File: config.mk
export PLATFORM = sky130hd
export DESIGN_NAME = demux_rr_dispatch
export DESIGN_NICKNAME = d
export VERILOG_FILES = /design/src/rtl/demux_rr_dispatch.sv
export SDC_FILE = /design/constraint.sdc
export NUM_CORES = 1
export LEC_CHECK = 0
export ABC_AREA = 1
export BUFFER_PORTS_ARGS = -buffer_cell sky130_fd_sc_hd__buf_2
export CAP_MARGIN = 10
export CORE_MARGIN = 4
export CORE_UTILIZATION = 45
export DETAILED_ROUTE_END_ITERATION = 16
export HOLD_SLACK_MARGIN = 0.03
export PLACE_DENSITY = 0.8
export SETUP_SLACK_MARGIN = 0.3
export SLEW_MARGIN = 20
export SYNTH_ARGS = -nofsm -noshare
export SYNTH_HDL_FRONTEND = slang
export SYNTH_SLANG_ARGS = --single-unit
File: constraint.sdc
create_clock -name clk_i -period 2.2 [get_ports clk_i]
set_input_delay 0.44 -clock clk_i [delete_from_list [all_inputs] [get_ports clk_i]]
set_output_delay 0.44 -clock clk_i [all_outputs]
set_load 0.01 [all_outputs]
File: src/rtl/demux_rr_dispatch.sv
// Round-robin burst dispatcher: steers one valid/ready stream across four
// demux channels in bursts of up to BURST_LEN beats, skipping disabled channels.
module demux_rr_dispatch #(
    parameter int unsigned DATA_W    = 8,
    parameter int unsigned BURST_LEN = 4
) (
    input  logic              clk_i,
    input  logic              rst_i,
    input  logic [3:0]        chan_en_i,
    input  logic [DATA_W-1:0] in_data_i,
    input  logic              in_valid_i,
    input  logic              in_last_i,
    output logic              in_ready_o,
    output logic [DATA_W-1:0] out_data_o,
    output logic [3:0]        out_valid_o,
    input  logic [3:0]        out_ready_i,
    output logic [1:0]        sel_o,
    output logic              burst_done_o,
    output logic              busy_o
);

    localparam int unsigned CNT_W = (BURST_LEN > 1) ? $clog2(BURST_LEN) : 1;

    typedef enum logic {
        IDLE = 1'b0,
        XFER = 1'b1
    } state_e;

    state_e           state_q, state_d;
    logic [1:0]       ptr_q, ptr_d;
    logic [1:0]       sel_q, sel_d;
    logic [CNT_W-1:0] cnt_q, cnt_d;
    logic             burst_done_q, burst_done_d;

    logic             grant_vld;
    logic [1:0]       grant_ch;
    logic [1:0]       cand;
    logic             xfer_beat;
    logic             burst_end;

    // Round-robin search ptr+1..ptr+4; iterating backwards lets the nearest hit win.
    always_comb begin
        grant_vld = 1'b0;
        grant_ch  = 2'd0;
        cand      = 2'd0;
        for (int i = 4; i >= 1; i--) begin
            cand = ptr_q + 2'(i);
            if (chan_en_i[cand]) begin
                grant_vld = 1'b1;
                grant_ch  = cand;
            end
        end
    end

    assign xfer_beat = (state_q == XFER) && in_valid_i && out_ready_i[sel_q];
    assign burst_end = (cnt_q == CNT_W'(BURST_LEN - 1)) || in_last_i;

    always_comb begin
        state_d      = state_q;
        ptr_d        = ptr_q;
        sel_d        = sel_q;
        cnt_d        = cnt_q;
        burst_done_d = 1'b0;
        in_ready_o   = 1'b0;
        out_valid_o  = 4'b0000;

        case (state_q)
            IDLE: begin
                if (in_valid_i && grant_vld) begin
                    sel_d   = grant_ch;
                    ptr_d   = grant_ch;
                    cnt_d   = '0;
                    state_d = XFER;
                end
            end
            XFER: begin
                in_ready_o         = out_ready_i[sel_q];
                out_valid_o[sel_q] = in_valid_i;
                if (xfer_beat) begin
                    cnt_d = cnt_q + CNT_W'(1);
                    if (burst_end) begin
                        state_d      = IDLE;
                        burst_done_d = 1'b1;
                    end
                end
            end
            default: state_d = IDLE;
        endcase
    end

    always_ff @(posedge clk_i or posedge rst_i) begin
        if (rst_i) begin
            state_q      <= IDLE;
            ptr_q        <= 2'd3;
            sel_q        <= 2'd0;
            cnt_q        <= '0;
            burst_done_q <= 1'b0;
        end else begin
            state_q      <= state_d;
            ptr_q        <= ptr_d;
            sel_q        <= sel_d;
            cnt_q        <= cnt_d;
            burst_done_q <= burst_done_d;
        end
    end

    assign out_data_o   = in_data_i;
    assign sel_o        = sel_q;
    assign burst_done_o = burst_done_q;
    assign busy_o       = (state_q == XFER);

endmodule

# == After elaboration in Yosys (flattened, before gate mapping) ==
# Cells that the tools add are included.
# word_totals
register_bits,8
input_bits,20
out_inout_bits,17
word_cells,59
# op_classes
addsub,4
magnitude_cmp,6
n_eq_ne,3
mux,32
bitwise,2
n_reduce_logical,7
# ops
operator,n
1-bit 2-to-1 mux,17
"2-bit by 3-bit < comparator with 1-bit output, second input constant",5
2-bit 2-to-1 mux,6
1-bit binary-select mux with 2-bit select,5
"2-bit by 1-bit adder with 2-bit output, second input constant",2
"2-bit adder, second input constant",2
4-bit bitwise AND,1
1-bit logical AND,4
4-bit 2-to-1 mux,1
2-bit one-hot mux with 2 select lines,1
2-bit AND reduction,2
1-bit demux with 2-bit select,1
"2-bit == test, second input constant",1
"2-bit by 1-bit >= comparator with 1-bit output, second input constant",1
"2-bit by 1-bit != test with 1-bit output, second input constant",1
"2-bit != test, second input constant",1
1-bit one-hot mux with 2 select lines,1
1-bit logical OR,1
1-bit inverter,1

# == Logic depth before layout (Yosys ltp) ==
# Gate-level depths: netlist of the first run.
# logic_depth
ltp_word,9
ltp_mapped,10

# == Least setup slack after synthesis of the first run ==
# OpenSTA, ideal clock, no wires.
# synth_timing
path_kind,reg-to-output
startpoint,"reg sel_q[0], in the netlist sel_o[0]"
endpoint,out in_ready_o
arrival_time_ns,0.972
t_required_ns,1.760
setup_slack_ns,0.788
stages_incl_launch_ff,6
cell_sequence,dfrtp_1 inv_2 nand2_1 a21oi_1 nor2_2 nor2_1
# synth_via
elab_chain_len,3
# synth_rtl
element,line_no,source
"start, declared",31,"logic [1:0] sel_q, sel_d;"
"start signal, assigned",101,sel_q <= sel_d;
1-bit binary-select mux with 2-bit select,77,in_ready_o = out_ready_i[sel_q];
1-bit 2-to-1 mux (implied by the code),77,
1-bit 2-to-1 mux,67,case (state_q)
"end, declared",13,"output logic in_ready_o,"
# No other way between the ends. The select of a mux whose other input is x is not followed.

# == Worst setup path after layout of the first run ==
# Ends and elaborated chain as after synthesis.

==> flow_metrics.tcl, run 1 <==
set metrics [dict create \
    worstReg2RegEnd "sel_o[1]" \
    syn_avg_cell_area_um2 6.42 \
    avgRoutedWirePerCell_um 10.8 \
    ctsRootBufferMaster "clkbuf_4" \
    num_vias 671 \
    ctsHoldBuffers 0 \
    finalInstanceArea_um2 763 \
    r2r-start "ptr_q[0]" \
    ctsResizeCount 0 \
    power_density_mw_per_mm2 1330 \
    fin_cells 137 \
    cp-end-kind "output port" \
    die_area_mm2 0.00223 \
    rsz0062_at_grt "false" \
    design.core.area_mm2 0.00138 \
    grt_pass1_wl_um 2310 \
    die_h_um 47.2 \
    area.growth.synth_to_final_pct 10.1 \
    slew_violations 0 \
    clock_latency_ns 0.25 \
    worst_pin_slew_ns 0.300 \
    portBuffers 20 \
    wl_um 1480 \
    grt_usage_pct 14.4 \
    crit_path_top_delay_cell "dfrtp_1" \
    outcome "complete, no violations" \
    chipWidth_um 47.2 \
    netlist_instances 108 \
    path_clk_slew_ns 0.05 \
    finClkSkew_ns 0.00320 \
    r2r_cells 9 \
    gr-total-overflow 0 \
    period_needed_ns 1.77 \
    diodes 0 \
    leakagePower_nw 0.485 \
    critPathMaxFanout 7 \
    synth_seq_cells 8 \
    crit_path_max_incr_delay_ns 0.46 \
    dp_hpwl_um 1250 \
    final_nets 145 \
    numClockSinks 8 \
    synth-seq-area-share_pct 29.2 \
    setup_viol 0 \
    syn_nets 129 \
    yosys_warnings 0 \
    syn_area_um2 693 \
    htree_levels 1 \
    grt_max_degree 12 \
    drc 0 \
    relSlewSlack_pct 80.0 \
    placed_area_um2 741 \
    synth_top_area_share_pct 25.5 \
    ys_types 19 \
    reg2reg_slack_ns 0.65 \
    fmax_mhz 566 \
    start_util_pct 50.1 \
    critPathArrivalTime_ns 1.33 \
    synth_top_area_cell "nand2_1" \
    drive_above_1_share_pct 32.8 \
    worstSetupPathType "register to output port" \
    ant_nets 0 \
    tns_ns 0 \
    fp-row-count 13 \
    post_cts_buffers 0 \
    grt_antenna_before_repair 0 \
    crit_chain "inv_2, nand2_1, a21oi_1, nor2_2, nor2_1, buf_2" \
    fill_cells 136 \
    utilization_pct 55.2 \
    cap_violations 0 \
    cts_max_path_buffers 2 \
    finalHoldViolCount 0 \
    vias_per_cell 4.90 \
    critPathRequiredTime_ns 1.76 \
    numCtsBuffers 3 \
    start_kind "register" \
    hp-class "input pin to asynchronous set/reset pin" \
    finalCritPeriodShare_pct 80.3 \
    routabilityCongestion 0.852 \
    ys_top_cells_by_area "nand2_1 (25%), dfrtp_1 (22%), buf_4 (8.7%)" \
    drt_iter0_markers 19 \
    ir_drop_mv 0.659 \
    first_pass_iters 4 \
    dpl.cell_count 134 \
    tritoncts "done" \
    grt_pass1_vias 592 \
    pin_count 37 \
]
## where the power goes
group          total [W]  internal (W)  switching, W
logic           0.000594      0.000218      0.000376
registers       0.000312      0.000222     0.0000899
clock network   0.000108     0.0000621     0.0000461
total            0.00101      0.000502      0.000512
## through the flow
| step | setup slack (ns) | hold WS, ns | total power (W) |
|---|---|---|---|
| 4_1_cts | 0.435 | 0.128 | 0.00102 |
| 5_1_grt | 0.360 | 0.142 | 0.00112 |
| 6_report | 0.434 | 0.118 | 0.00101 |
| 2_1_floorplan | 0.788 | 0.254 | 0.000781 |
| 3_5_place_dp | 0.650 | 0.396 | 0.000912 |
| 3_3_place_gp | 0.678 | 0.385 | 0.000882 |
## critical path: cells and delay by family (launching register included)
family | cells | cell delay [ns]
buf+inv | 2 | 0.24
compound gates | 1 | 0.17
simple gates | 3 | 0.20
flops | 1 | 0.46
## worst max-delay path by stage
stage / start / end / slack, ns / cells past startpoint
2_1_floorplan: sel_o[0] / in_ready_o / 0.79 / 5
3_5_place_dp: ptr_q[0] / sel_o[1] / 0.65 / 9
3_3_place_gp: ptr_q[0] / sel_o[1] / 0.68 / 9
5_1_grt: sel_o[0] / in_ready_o / 0.36 / 6
6_report: sel_o[0] / in_ready_o / 0.43 / 6
4_1_cts: sel_o[0] / in_ready_o / 0.43 / 6
## synth_stat cells
master   count
nor2_4       1
nand3_4      1
inv_2        4
nor2_1       2
buf_6        1
a21oi_1      2
ha_1         1
nor3_1       4
nand2_2      4
dfstp_2      2
nand3_2      1
o21ai_2      2
buf_4        8
nor2_2       2
nand3_1      6
o21ai_1      1
dfrtp_1      6
inv_1       13
nand2_1     47
## registers in the layout (all words and copies together), names as in the netlist
name          flops
burst_done_o      1
busy_o            1
ptr_q             2
cnt_q             2
sel_o             2
## layout make-up
class	instances	area [um2]	share of cell area [%]
timing repair buffer	20	100	13.1
tap	15	18.8	2.46
inverter	17	63.8	8.36
multi-input combinational	74	355	46.6
sequential	8	203	26.6
clock buffer	3	22.5	2.95
## routing by layer
layer,vias to the layer above,GRT usage (%),wire length (um)
met5,-,0,0
met4,0,8.84,34
met3,6,1.53,59
met2,15,25.9,820
met1,304,15.9,560
li1,346,-,-
## cell usage in the layout, fill, tap and decap left out
master,instances
a21oi_1,2
buf_2,20
clkbuf_4,3
dfrtp_1,6
dfstp_2,2
ha_1,1
inv_1,13
inv_2,4
nand2_1,47
nand2_2,4
nand3_1,6
nand3_2,1
nand3_4,1
nor2_1,2
nor2_2,2
nor2_4,1
nor3_1,4
o21ai_1,1
o21ai_2,2
## logic make-up after synthesis
family / count (synthesis) / synth area share (%)
buffers and inverters: 26 / 19.5
AO/OA/AOI/OAI: 5 / 4.69
adder cells (fa/ha/maj): 1 / 1.80
flip-flops: 8 / 29.2
AND/OR/NAND/NOR: 68 / 44.8
No activity file was read; power rests on OpenSTA's default activity.
==> inputs of run 2 (changes only) <==
--- a/config.mk
+++ b/config.mk
@@ -9,10 +9,10 @@
 export BUFFER_PORTS_ARGS = -buffer_cell sky130_fd_sc_hd__buf_2
 export CAP_MARGIN = 10
 export CORE_MARGIN = 4
-export CORE_UTILIZATION = 45
+export CORE_UTILIZATION = 43
 export DETAILED_ROUTE_END_ITERATION = 16
 export HOLD_SLACK_MARGIN = 0.03
-export PLACE_DENSITY = 0.8
+export PLACE_DENSITY = 0.77
 export SETUP_SLACK_MARGIN = 0.3
 export SLEW_MARGIN = 20
 export SYNTH_ARGS = -nofsm -noshare
==> constraint.sdc (replaced) <==
create_clock -name clk_i -period 1.7 [get_ports clk_i]
set_input_delay 0.34 -clock clk_i [delete_from_list [all_inputs] [get_ports clk_i]]
set_output_delay 0.34 -clock clk_i [all_outputs]
set_load 0.01 [all_outputs]
==> flow_metrics.tcl, run 2 (synthesis gave the netlist of run 1 again) <==
set metrics [dict create \
    design.core.area_mm2 0.00151 \
    finClkSkew_ns 0.0131 \
    num_vias 745 \
    finalInstanceArea_um2 963 \
    power_density_mw_per_mm2 1810 \
    chipWidth_um 48.2 \
    drc 0 \
    r2r_cells 10 \
    htree_levels 1 \
    utilization_pct 64.0 \
    start_kind "register" \
    final_nets 157 \
    diodes 0 \
    finalHoldViolCount 0 \
    clock_latency_ns 0.26 \
    period_needed_ns 1.60 \
    cp-end-kind "output port" \
    relSlewSlack_pct 79.9 \
    grt_pass1_wl_um 2460 \
    leakagePower_nw 0.557 \
    tritoncts "done" \
    drive_above_1_share_pct 56.3 \
    critPathRequiredTime_ns 1.36 \
    wl_um 1820 \
    ir_drop_mv 0.911 \
    vias_per_cell 4.93 \
    die_area_mm2 0.00232 \
    fill_cells 134 \
    outcome "complete, no violations" \
    grt_pass1_vias 625 \
    ctsRootBufferMaster "clkbuf_4" \
    fmax_mhz 625 \
    finalPower_w 0.00174 \
    routabilityCongestion 0.774 \
    worst_pin_slew_ns 0.301 \
    worstSetupPathType "register to output port" \
    cap_violations 0 \
    gr-total-overflow 0 \
    grt_antenna_before_repair 0 \
    critPathArrivalTime_ns 1.26 \
    ant_nets 0 \
    holdPathStages 3 \
    placed_area_um2 742 \
    rsz0062_at_grt "true" \
    numCtsBuffers 3 \
    dp_hpwl_um 1190 \
    portBuffers 20 \
    finalCritPeriodShare_pct 94.1 \
    avgRoutedWirePerCell_um 12.0 \
    slew_violations 0 \
    hp-class "input pin to register" \
    pin_count 37 \
    critPathMaxFanout 6 \
    area.growth.synth_to_final_pct 39.0 \
    final_cell_mix "nand2_1 (33), buf_2 (20), nand2_2 (18)" \
    cts_max_path_buffers 2 \
    drt_iter0_markers 12 \
    start_util_pct 46.0 \
    path_clk_slew_ns 0.06 \
    layout_commonest_cell "nand2_1" \
    grt_max_degree 9 \
    numClockSinks 8 \
    grt_usage_pct 14.8 \
    first_pass_iters 4 \
    die_h_um 48.2 \
    setup_viol 0 \
    fp-row-count 14 \
]
## run 2: changes by cell type in the layout (fill, tap and decap cells not counted), moves of 4 or more
cell,change
buf_4,+8
nor3_1,-4
nand2_2,+14
nor3_2,+4
nand2_1,-14
## run 2: power by group
part	internal, W	leakage [nW]	total, W	switching, W
Sequential	0.000292	0.0937	0.000390	0.0000983
Combinational	0.000522	0.449	0.00120	0.000675
Clock	0.0000898	0.0150	0.000155	0.0000656
## run 2: timing repair
action,CTS,global route
hold buffers,1,0
pin swaps,4,9
buffers inserted,6,5
hold endpoints to repair,4,0
setup endpoints to repair,12,12
resized for setup,6,22
## run 2: metal layers
metal | vias to the layer above | global-route usage (%) | part of all wire [%]
met4 | 0 | 6.45 | 1.1
met1 | 344 | 16.4 | 35
met3 | 4 | 3.32 | 6.2
met5 | - | 0 | 0
met2 | 22 | 26.6 | 58
li1 | 375 | - | -
## run 2: per-stage QoR
| step | setup WS (ns) | std cells | setup TNS (ns) | hold slack, ns |
|---|---|---|---|---|
| 6_report | 0.101 | 151 | 0 | 0.304 |
| 5_1_grt | -0.0159 | 151 | -0.0159 | 0.311 |
| 4_1_cts | 0.119 | 146 | 0 | 0.300 |
| 3_5_place_dp | 0.152 | 135 | 0 | 0.296 |
| 3_3_place_gp | 0.201 | 135 | 0 | 0.290 |
| 2_1_floorplan | 0.388 | 108 | 0 | 0.154 |
## run 2: worst paths after layout
check,from,endpoint,slack [ns]
max,sel_o[0],out_valid_o[2],0.10
min,in_last_i,burst_done_o,0.30
max reg2reg,sel_o[0],cnt_q[0],0.22
min reg2reg,cnt_q[1],cnt_q[1],0.51
max in group asynchronous,rst_i,ptr_q[0],0.84
min in group asynchronous,rst_i,cnt_q[1],0.56
## run 2: worst max-delay path, stage by stage, from the launching register on
cell and delay, ns:
dfrtp_2 0.44, buf_4 0.15, buf_6 0.11, nor3_2 0.15, buf_2 0.15
## run 2: area by class of cell
class,count,area (um2),area share (%)
multi-input combinational,74,435,45.2
timing repair buffer,32,213,22.1
sequential,8,205,21.3
inverter,17,63.8,6.62
clock buffer,4,26.3,2.73
tap,16,20.0,2.08
